## config.mk

```make
export PLATFORM = sky130hd
export DESIGN_NAME = be_sequencer_flat
export DESIGN_NICKNAME = d
export VERILOG_FILES = /design/src/rtl/be_pkg.sv /design/src/rtl/be_sequencer_if.sv /design/src/rtl/be_microcode_rom.sv /design/src/rtl/be_sequencer.sv /design/src/flat_wrapper.sv
export SDC_FILE = /design/constraint.sdc
export NUM_CORES = 1
export LEC_CHECK = 0
export CAP_MARGIN = 20
export CELL_PAD_IN_SITES_DETAIL_PLACEMENT = 1
export CELL_PAD_IN_SITES_GLOBAL_PLACEMENT = 1
export CORE_MARGIN = 2
export CORE_UTILIZATION = 25
export CTS_BUF_LIST = sky130_fd_sc_hd__clkbuf_2 sky130_fd_sc_hd__clkbuf_4 sky130_fd_sc_hd__clkbuf_8
export DETAILED_ROUTE_END_ITERATION = 10
export HOLD_SLACK_MARGIN = 0.08
export MAX_ROUTING_LAYER = met4
export PLACE_DENSITY_LB_ADDON = 0.1
export SLEW_MARGIN = 20
export SYNTH_ARGS = -nofsm -noshare
export SYNTH_HDL_FRONTEND = slang
export SYNTH_SLANG_ARGS = --single-unit
```

## constraint.sdc

```tcl
create_clock -name CLK -period 2.2 [get_ports CLK]
set_clock_uncertainty 0.1 [all_clocks]
set_input_delay 0.33 -clock CLK [delete_from_list [all_inputs] [get_ports CLK]]
set_output_delay 0.33 -clock CLK [all_outputs]
set_load 0.01 [all_outputs]
```

## src/rtl/be_pkg.sv

```systemverilog
// rtl/be_pkg.sv - opcodes, control-word bit indices, FSM states and per-opcode step lengths
package be_pkg;

   localparam int OP_NOP = 0;
   localparam int OP_LDA = 1;
   localparam int OP_ADD = 2;
   localparam int OP_SUB = 3;
   localparam int OP_STA = 4;
   localparam int OP_LDI = 5;
   localparam int OP_JMP = 6;
   localparam int OP_JC  = 7;
   localparam int OP_JZ  = 8;
   localparam int OP_OUT = 14;
   localparam int OP_HLT = 15;

   localparam int B_J   = 0;
   localparam int B_CO  = 1;
   localparam int B_CE  = 2;
   localparam int B_OI  = 3;
   localparam int B_BI  = 4;
   localparam int B_SU  = 5;
   localparam int B_SO  = 6;
   localparam int B_AO  = 7;
   localparam int B_AI  = 8;
   localparam int B_II  = 9;
   localparam int B_IO  = 10;
   localparam int B_RO  = 11;
   localparam int B_RI  = 12;
   localparam int B_MI  = 13;
   localparam int B_HLT = 14;
   localparam int B_FI  = 15;

   typedef enum logic {
      ST_RUN  = 1'b0,
      ST_HALT = 1'b1
   } be_state_t;

   // Total microsteps including the two fetch steps; unknown opcodes behave as NOP.
   function automatic int be_len(input int op);
      case (op)
         OP_NOP:                                       return 2;
         OP_LDA, OP_STA:                               return 4;
         OP_ADD, OP_SUB:                               return 5;
         OP_LDI, OP_JMP, OP_JC, OP_JZ, OP_OUT, OP_HLT: return 3;
         default:                                      return 2;
      endcase
   endfunction

endpackage

```

## src/rtl/be_sequencer_if.sv

```systemverilog
// rtl/be_sequencer_if.sv - bundle between instruction register / datapath and the sequencer
interface be_sequencer_if #(
   parameter int OPW   = 4,
   parameter int STEPS = 8,
   parameter int CW    = 16
);
   localparam int SW = $clog2(STEPS);

   logic [OPW-1:0] opcode;
   logic           alu_carry;
   logic           alu_zero;
   logic           run_mode;
   logic           step_req;
   logic           resume;
   logic [CW-1:0]  ctrl_word;
   logic [CW-1:0]  ctrl_raw;
   logic           adv;
   logic [SW-1:0]  step;
   logic           halted;
   logic           flag_c;
   logic           flag_z;

   modport master (
      output opcode, alu_carry, alu_zero, run_mode, step_req, resume,
      input  ctrl_word, ctrl_raw, adv, step, halted, flag_c, flag_z
   );

   modport slave (
      input  opcode, alu_carry, alu_zero, run_mode, step_req, resume,
      output ctrl_word, ctrl_raw, adv, step, halted, flag_c, flag_z
   );
endinterface

```

## src/rtl/be_microcode_rom.sv

```systemverilog
// rtl/be_microcode_rom.sv - combinational microcode decode (step, opcode, flags) -> control word
module be_microcode_rom
   import be_pkg::*;
#(
   parameter int OPW = 4,
   parameter int SW  = 3,
   parameter int CW  = 16
) (
   input  logic [SW-1:0]  step,
   input  logic [OPW-1:0] opcode,
   input  logic           flag_c,
   input  logic           flag_z,
   output logic [CW-1:0]  ctrl_raw
);
   logic [15:0] w;

   always_comb begin
      w = '0;
      if (int'(step) == 0) begin
         w[B_MI] = 1'b1;
         w[B_CO] = 1'b1;
      end else if (int'(step) == 1) begin
         w[B_RO] = 1'b1;
         w[B_II] = 1'b1;
         w[B_CE] = 1'b1;
      end else begin
         case (int'(opcode))
            OP_LDA: begin
               if (int'(step) == 2) begin w[B_IO] = 1'b1; w[B_MI] = 1'b1; end
               if (int'(step) == 3) begin w[B_RO] = 1'b1; w[B_AI] = 1'b1; end
            end
            OP_ADD, OP_SUB: begin
               if (int'(step) == 2) begin w[B_IO] = 1'b1; w[B_MI] = 1'b1; end
               if (int'(step) == 3) begin w[B_RO] = 1'b1; w[B_BI] = 1'b1; end
               if (int'(step) == 4) begin w[B_SO] = 1'b1; w[B_AI] = 1'b1; w[B_FI] = 1'b1; end
               // SUB shares ADD's microcode with the subtract line held through execute
               if (int'(opcode) == OP_SUB && int'(step) <= 4) w[B_SU] = 1'b1;
            end
            OP_STA: begin
               if (int'(step) == 2) begin w[B_IO] = 1'b1; w[B_MI] = 1'b1; end
               if (int'(step) == 3) begin w[B_AO] = 1'b1; w[B_RI] = 1'b1; end
            end
            OP_LDI: if (int'(step) == 2) begin w[B_IO] = 1'b1; w[B_AI] = 1'b1; end
            OP_JMP: if (int'(step) == 2) begin w[B_IO] = 1'b1; w[B_J] = 1'b1; end
            OP_JC:  if (int'(step) == 2 && flag_c) begin w[B_IO] = 1'b1; w[B_J] = 1'b1; end
            OP_JZ:  if (int'(step) == 2 && flag_z) begin w[B_IO] = 1'b1; w[B_J] = 1'b1; end
            OP_OUT: if (int'(step) == 2) begin w[B_AO] = 1'b1; w[B_OI] = 1'b1; end
            OP_HLT: if (int'(step) == 2) w[B_HLT] = 1'b1;
            default: ;
         endcase
      end
   end

   assign ctrl_raw = CW'(w);
endmodule

```

## src/rtl/be_sequencer.sv

```systemverilog
// rtl/be_sequencer.sv - microcode sequencer top: step counter, RUN/HALT FSM, flags, step_req edge detect
module be_sequencer
   import be_pkg::*;
#(
   parameter int OPW   = 4,
   parameter int STEPS = 8,
   parameter int CW    = 16
) (
   input logic           CLK,
   input logic           rst,
   be_sequencer_if.slave bus
);
   localparam int SW = $clog2(STEPS);

   be_state_t     state, state_nxt;
   logic [SW-1:0] step, step_nxt;
   logic          flag_c, flag_z, flag_c_nxt, flag_z_nxt;
   logic          step_req_q;
   logic          adv;
   logic [CW-1:0] raw;

   be_microcode_rom #(.OPW(OPW), .SW(SW), .CW(CW)) u_rom (
      .step     (step),
      .opcode   (bus.opcode),
      .flag_c   (flag_c),
      .flag_z   (flag_z),
      .ctrl_raw (raw)
   );

   assign adv = (state == ST_RUN) & (bus.run_mode | (bus.step_req & ~step_req_q));

   always_ff @(posedge CLK) begin
      if (rst) begin
         state      <= ST_RUN;
         step       <= '0;
         flag_c     <= 1'b0;
         flag_z     <= 1'b0;
         step_req_q <= 1'b0;
      end else begin
         state      <= state_nxt;
         step       <= step_nxt;
         flag_c     <= flag_c_nxt;
         flag_z     <= flag_z_nxt;
         step_req_q <= bus.step_req;
      end
   end

   always_comb begin
      state_nxt  = state;
      step_nxt   = step;
      flag_c_nxt = flag_c;
      flag_z_nxt = flag_z;
      case (state)
         ST_RUN: begin
            if (adv) begin
               if (raw[B_FI]) begin
                  flag_c_nxt = bus.alu_carry;
                  flag_z_nxt = bus.alu_zero;
               end
               if (raw[B_HLT]) begin
                  state_nxt = ST_HALT;
                  step_nxt  = '0;
               end else if (int'(step) == STEPS - 1 ||
                            int'(step) == be_len(int'(bus.opcode)) - 1) begin
                  step_nxt = '0;
               end else begin
                  step_nxt = step + SW'(1);
               end
            end
         end
         ST_HALT: begin
            if (bus.resume) begin
               state_nxt = ST_RUN;
               step_nxt  = '0;
            end
         end
         default: state_nxt = ST_RUN;
      endcase
   end

   always_comb begin
      bus.ctrl_raw  = raw;
      bus.ctrl_word = adv ? raw : '0;
      bus.adv       = adv;
      bus.step      = step;
      bus.halted    = (state == ST_HALT);
      bus.flag_c    = flag_c;
      bus.flag_z    = flag_z;
   end
endmodule
```

## src/flat_wrapper.sv

```systemverilog
// flat-port wrapper written by rule: the top's interface ports become plain ports
module be_sequencer_flat import be_pkg::*;
#(
   parameter int OPW   = 4,
   parameter int STEPS = 8,
   parameter int CW    = 16
)
  (CLK, rst, bus_opcode, bus_alu_carry, bus_alu_zero, bus_run_mode, bus_step_req, bus_resume, bus_ctrl_word, bus_ctrl_raw, bus_adv, bus_step, bus_halted, bus_flag_c, bus_flag_z);
  be_sequencer_if #(.OPW(OPW), .STEPS(STEPS), .CW(CW)) bus_i ();
  input logic CLK;
  input logic rst;
  input wire logic [$bits(bus_i.opcode)-1:0] bus_opcode;
  input wire logic [$bits(bus_i.alu_carry)-1:0] bus_alu_carry;
  input wire logic [$bits(bus_i.alu_zero)-1:0] bus_alu_zero;
  input wire logic [$bits(bus_i.run_mode)-1:0] bus_run_mode;
  input wire logic [$bits(bus_i.step_req)-1:0] bus_step_req;
  input wire logic [$bits(bus_i.resume)-1:0] bus_resume;
  output wire logic [$bits(bus_i.ctrl_word)-1:0] bus_ctrl_word;
  output wire logic [$bits(bus_i.ctrl_raw)-1:0] bus_ctrl_raw;
  output wire logic [$bits(bus_i.adv)-1:0] bus_adv;
  output wire logic [$bits(bus_i.step)-1:0] bus_step;
  output wire logic [$bits(bus_i.halted)-1:0] bus_halted;
  output wire logic [$bits(bus_i.flag_c)-1:0] bus_flag_c;
  output wire logic [$bits(bus_i.flag_z)-1:0] bus_flag_z;
  assign bus_i.opcode = bus_opcode;
  assign bus_i.alu_carry = bus_alu_carry;
  assign bus_i.alu_zero = bus_alu_zero;
  assign bus_i.run_mode = bus_run_mode;
  assign bus_i.step_req = bus_step_req;
  assign bus_i.resume = bus_resume;
  assign bus_ctrl_word = bus_i.ctrl_word;
  assign bus_ctrl_raw = bus_i.ctrl_raw;
  assign bus_adv = bus_i.adv;
  assign bus_step = bus_i.step;
  assign bus_halted = bus_i.halted;
  assign bus_flag_c = bus_i.flag_c;
  assign bus_flag_z = bus_i.flag_z;
  be_sequencer #(.OPW(OPW), .STEPS(STEPS), .CW(CW)) u_core (.CLK(CLK), .rst(rst), .bus(bus_i));
endmodule
```

==> results.sh <==
export IMPL_finalCritPeriodShare_pct=103
export IMPL_vdd_ir_drop_max_uv=288
export IMPL_leakage_nw=0.933
export IMPL_first_pass_iters=2
export IMPL_synthToLayoutAreaGrowth_pct=104
export IMPL_fin_cells=260
export IMPL_dieArea_mm2=0.00423
export IMPL_drt_iter0_drc=11
export IMPL_hold_depth=2
export IMPL_endpoint_kind="output port"
export IMPL_die_w_um=65.1
export IMPL_cts_tree="built"
export IMPL_rsz0062_at_grt="true"
export IMPL_route_met3_wl_um=110
export IMPL_io_pins=50
export IMPL_placed_cell_area_mm2=0.00165
export IMPL_relSlewSlack_pct=76.0
export IMPL_drc=0
export IMPL_slowest_delay_ns=0.42
export IMPL_gp_congestion=0.751
export IMPL_place_ws_ns=-0.621
export IMPL_clock_path_buffers=2
export IMPL_wl_met1_um=1630
export IMPL_drv_cap=0
export IMPL_timing_rr_start="u_core.bus.step[1]$_SDFFE_PP0P_"
export IMPL_setup_slack_ns=-0.0575
export IMPL_synthMostInstantiatedCell="inv_1"
export IMPL_cp_arrival_ns=1.83
export IMPL_viasPerCell=4.60
export IMPL_min_from="u_core.bus.step[1]$_SDFFE_PP0P_"
export IMPL_ys_seq_elements=7
export IMPL_antenna_found_initial=0
export IMPL_place_hpwl_um=2590
export IMPL_met2_wirelength_um=2190
export IMPL_vias=1197
export IMPL_ctsRootBufferMaster="clkbuf_8"
export IMPL_numCtsBuffers=3
export IMPL_finalPower_mw=0.806
export IMPL_clkSlewWorstSetupHoldPaths_ns=0.05
export IMPL_dp_cells=243
export IMPL_synth_distinct_cells=42
export IMPL_grt_overflow=0
export IMPL_grt_pass1_wl_um=5530
export IMPL_violations="setup timing"
export IMPL_finalInstanceArea_mm2=0.00190
export IMPL_r2r_cells=8
export IMPL_tns_ns=-0.0701
export IMPL_initial_core_util_pct=25.7
export IMPL_n_antenna_cell=0
export IMPL_status="complete, but fails checks"
export IMPL_power_density_mw_per_mm2=425
export IMPL_slew_viol_final=0
export IMPL_path_max_fanout=4
export IMPL_htreeDepth=1
export IMPL_clock_sinks=7
export IMPL_required_ns=1.77
export IMPL_hold_violations=0
export IMPL_r2r_setup_slack_ns=0.34
export IMPL_min_path_type="flip-flop to flip-flop"
export IMPL_synth_cells=123
export IMPL_crit_type="flip-flop to output port"
export IMPL_synth_edf_count=0
export IMPL_track_usage_pct=17.1
export IMPL_grt_pass1_vias=1138
export IMPL_grt_max_degree=15
export IMPL_worst_setup_path_start_kind="flip-flop"
export IMPL_portBuffers=49
export IMPL_cp_common_cell="ha_4"
export IMPL_dieHeight_um=65.1
export IMPL_top_layer="met4"
export IMPL_syn_area_um2=932
export IMPL_ys_async_sr_fraction_pct=0
export IMPL_slowest_stage="a2111o_1"
export IMPL_synth_commonest_cells="12 x inv_1, 11 x nor2_1, 9 x a21oi_1, 9 x ha_1"
export IMPL_syn_nets=143
export IMPL_yosys_warnings=0
export IMPL_crit_chain="ha_4 -> ha_4 -> nand2b_4 -> a2111o_1 -> a21oi_2 -> and2_1 -> buf_2"
export IMPL_finalSetupViolations=2
export IMPL_ys_seq_area_share_pct=15.0
export IMPL_synthTopCellsByArea="dfxtp_1 15%, ha_1 12%, a21oi_1 4.8%"
export IMPL_clk_insertion_delay_late_ns=0.24
export IMPL_synth_flop_cell="dfxtp_1"
export IMPL_fmax_mhz=443
export IMPL_wl_per_cell_um=15.2
export IMPL_min_to="u_core.bus.step[1]$_SDFFE_PP0P_"
export IMPL_core_area_mm2=0.00363
export IMPL_ctsHoldBuffers=0
export IMPL_yosys_area_top_type="dfxtp_1"
export IMPL_r2r_end="u_core.bus.step[2]$_SDFFE_PP0P_"
export IMPL_syn_avg_cell_area_um2=7.58
export IMPL_min_period_ns=2.26
export IMPL_row_count=22
export IMPL_yosys_area_top_type_share_pct=15.0
export IMPL_wl_um=3950
export IMPL_fin_nets=233
export IMPL_drive_above_1_share_pct=50.9
export IMPL_tightest_slew_ns=0.357
export IMPL_detail_route_antenna_nets=0
flip-flops by register name, summed over array words and instances (netlist names):
name	count
u_core.step_req_q	1
u_core.bus.halted	1
u_core.bus.flag_c	1
u_core.bus.step	3
u_core.bus.flag_z	1
final cells by class:
class                      instances  area (µm²)
multi-input combinational         93         851
sequential                         7         148
timing repair buffer              95         744
clock buffer                       3        41.3
clock inverter                     1        5.00
fill                             446        1740
inverter                          13        48.8
tap                               48        60.1
critical path: cells and delay by family (launching register included):
kind | cells | cell delay, ns
AO/OA/AOI/OAI | 2 | 0.58
flip-flops | 1 | 0.38
adder cells (fa/ha/maj) | 2 | 0.29
AND/OR/NAND/NOR | 2 | 0.21
buffers and inverters | 1 | 0.12
logic make-up (layout without fill, tap and decap cells):
group           after synthesis  in the layout  synth area share (%)
simple gates                 55             55                  37.0
compound gates               24             24                  17.2
buf+inv                      23            112                  13.8
fa+ha+maj                     9              9                  12.1
flops                         7              7                  15.0
xor+xnor                      4              4                  3.76
mux                           1              1                  1.07
how the worst max path moves through the flow:
stage,from,endpoint,slack [ns],cells after the start
floorplan,bus_opcode[1],u_core.bus.step[1]$_SDFFE_PP0P_,0.009,9
global route,u_core.bus.step[1]$_SDFFE_PP0P_,bus_ctrl_word[8],-0.14,7
finish,u_core.bus.step[1]$_SDFFE_PP0P_,bus_ctrl_word[8],-0.06,7
global placement,bus_opcode[3],u_core.bus.step[2]$_SDFFE_PP0P_,-0.56,9
CTS,u_core.bus.step[1]$_SDFFE_PP0P_,bus_ctrl_raw[8],-0.20,7
detailed placement,bus_opcode[0],bus_ctrl_word[13],-0.62,7
metal layers:
layer | up-vias | track usage, %
met5 | - | -
met4 | 0 | 3.91
met3 | 2 | 2.78
met2 | 26 | 29.8
met1 | 577 | 20.7
li1 | 592 | -
cell usage in the layout (no fill, tap or decap), types with 3 or more instances in the layout:
cell             count
clkbuf_8             3
and2_1               3
nor2b_4              3
inv_1                7
buf_2               13
buf_6                4
dfxtp_1              5
dlygate4sd2_1       15
a21oi_1              9
nor3_2               3
inv_2                6
o21ai_1              5
clkdlybuf4s50_1     12
nand2_1              7
nor3_1               4
nor2_1               9
ha_4                 6
clkbuf_2             5
buf_4               43
ha_1                 3
what timing repair did:
action,CTS,global route
cloned,1,0
pin swaps,16,12
resized for setup,92,47
endpoints found under the setup margin,36,29
setup buffers,8,5
per-stage QoR:
step	hold WS, ns	utilization [%]
2_1_floorplan	0.299	-
3_3_place_gp	0.404	45.4
3_5_place_dp	0.406	45.4
4_1_cts	0.396	49.7
5_1_grt	0.420	52.2
6_report	0.409	52.2
power by group:
part | internal, mW | switching, mW | total [mW]
clock network | 0.124 | 0.0717 | 0.196
logic | 0.235 | 0.226 | 0.461
registers | 0.137 | 0.0124 | 0.150
Power figures use the tool's default switching activity.
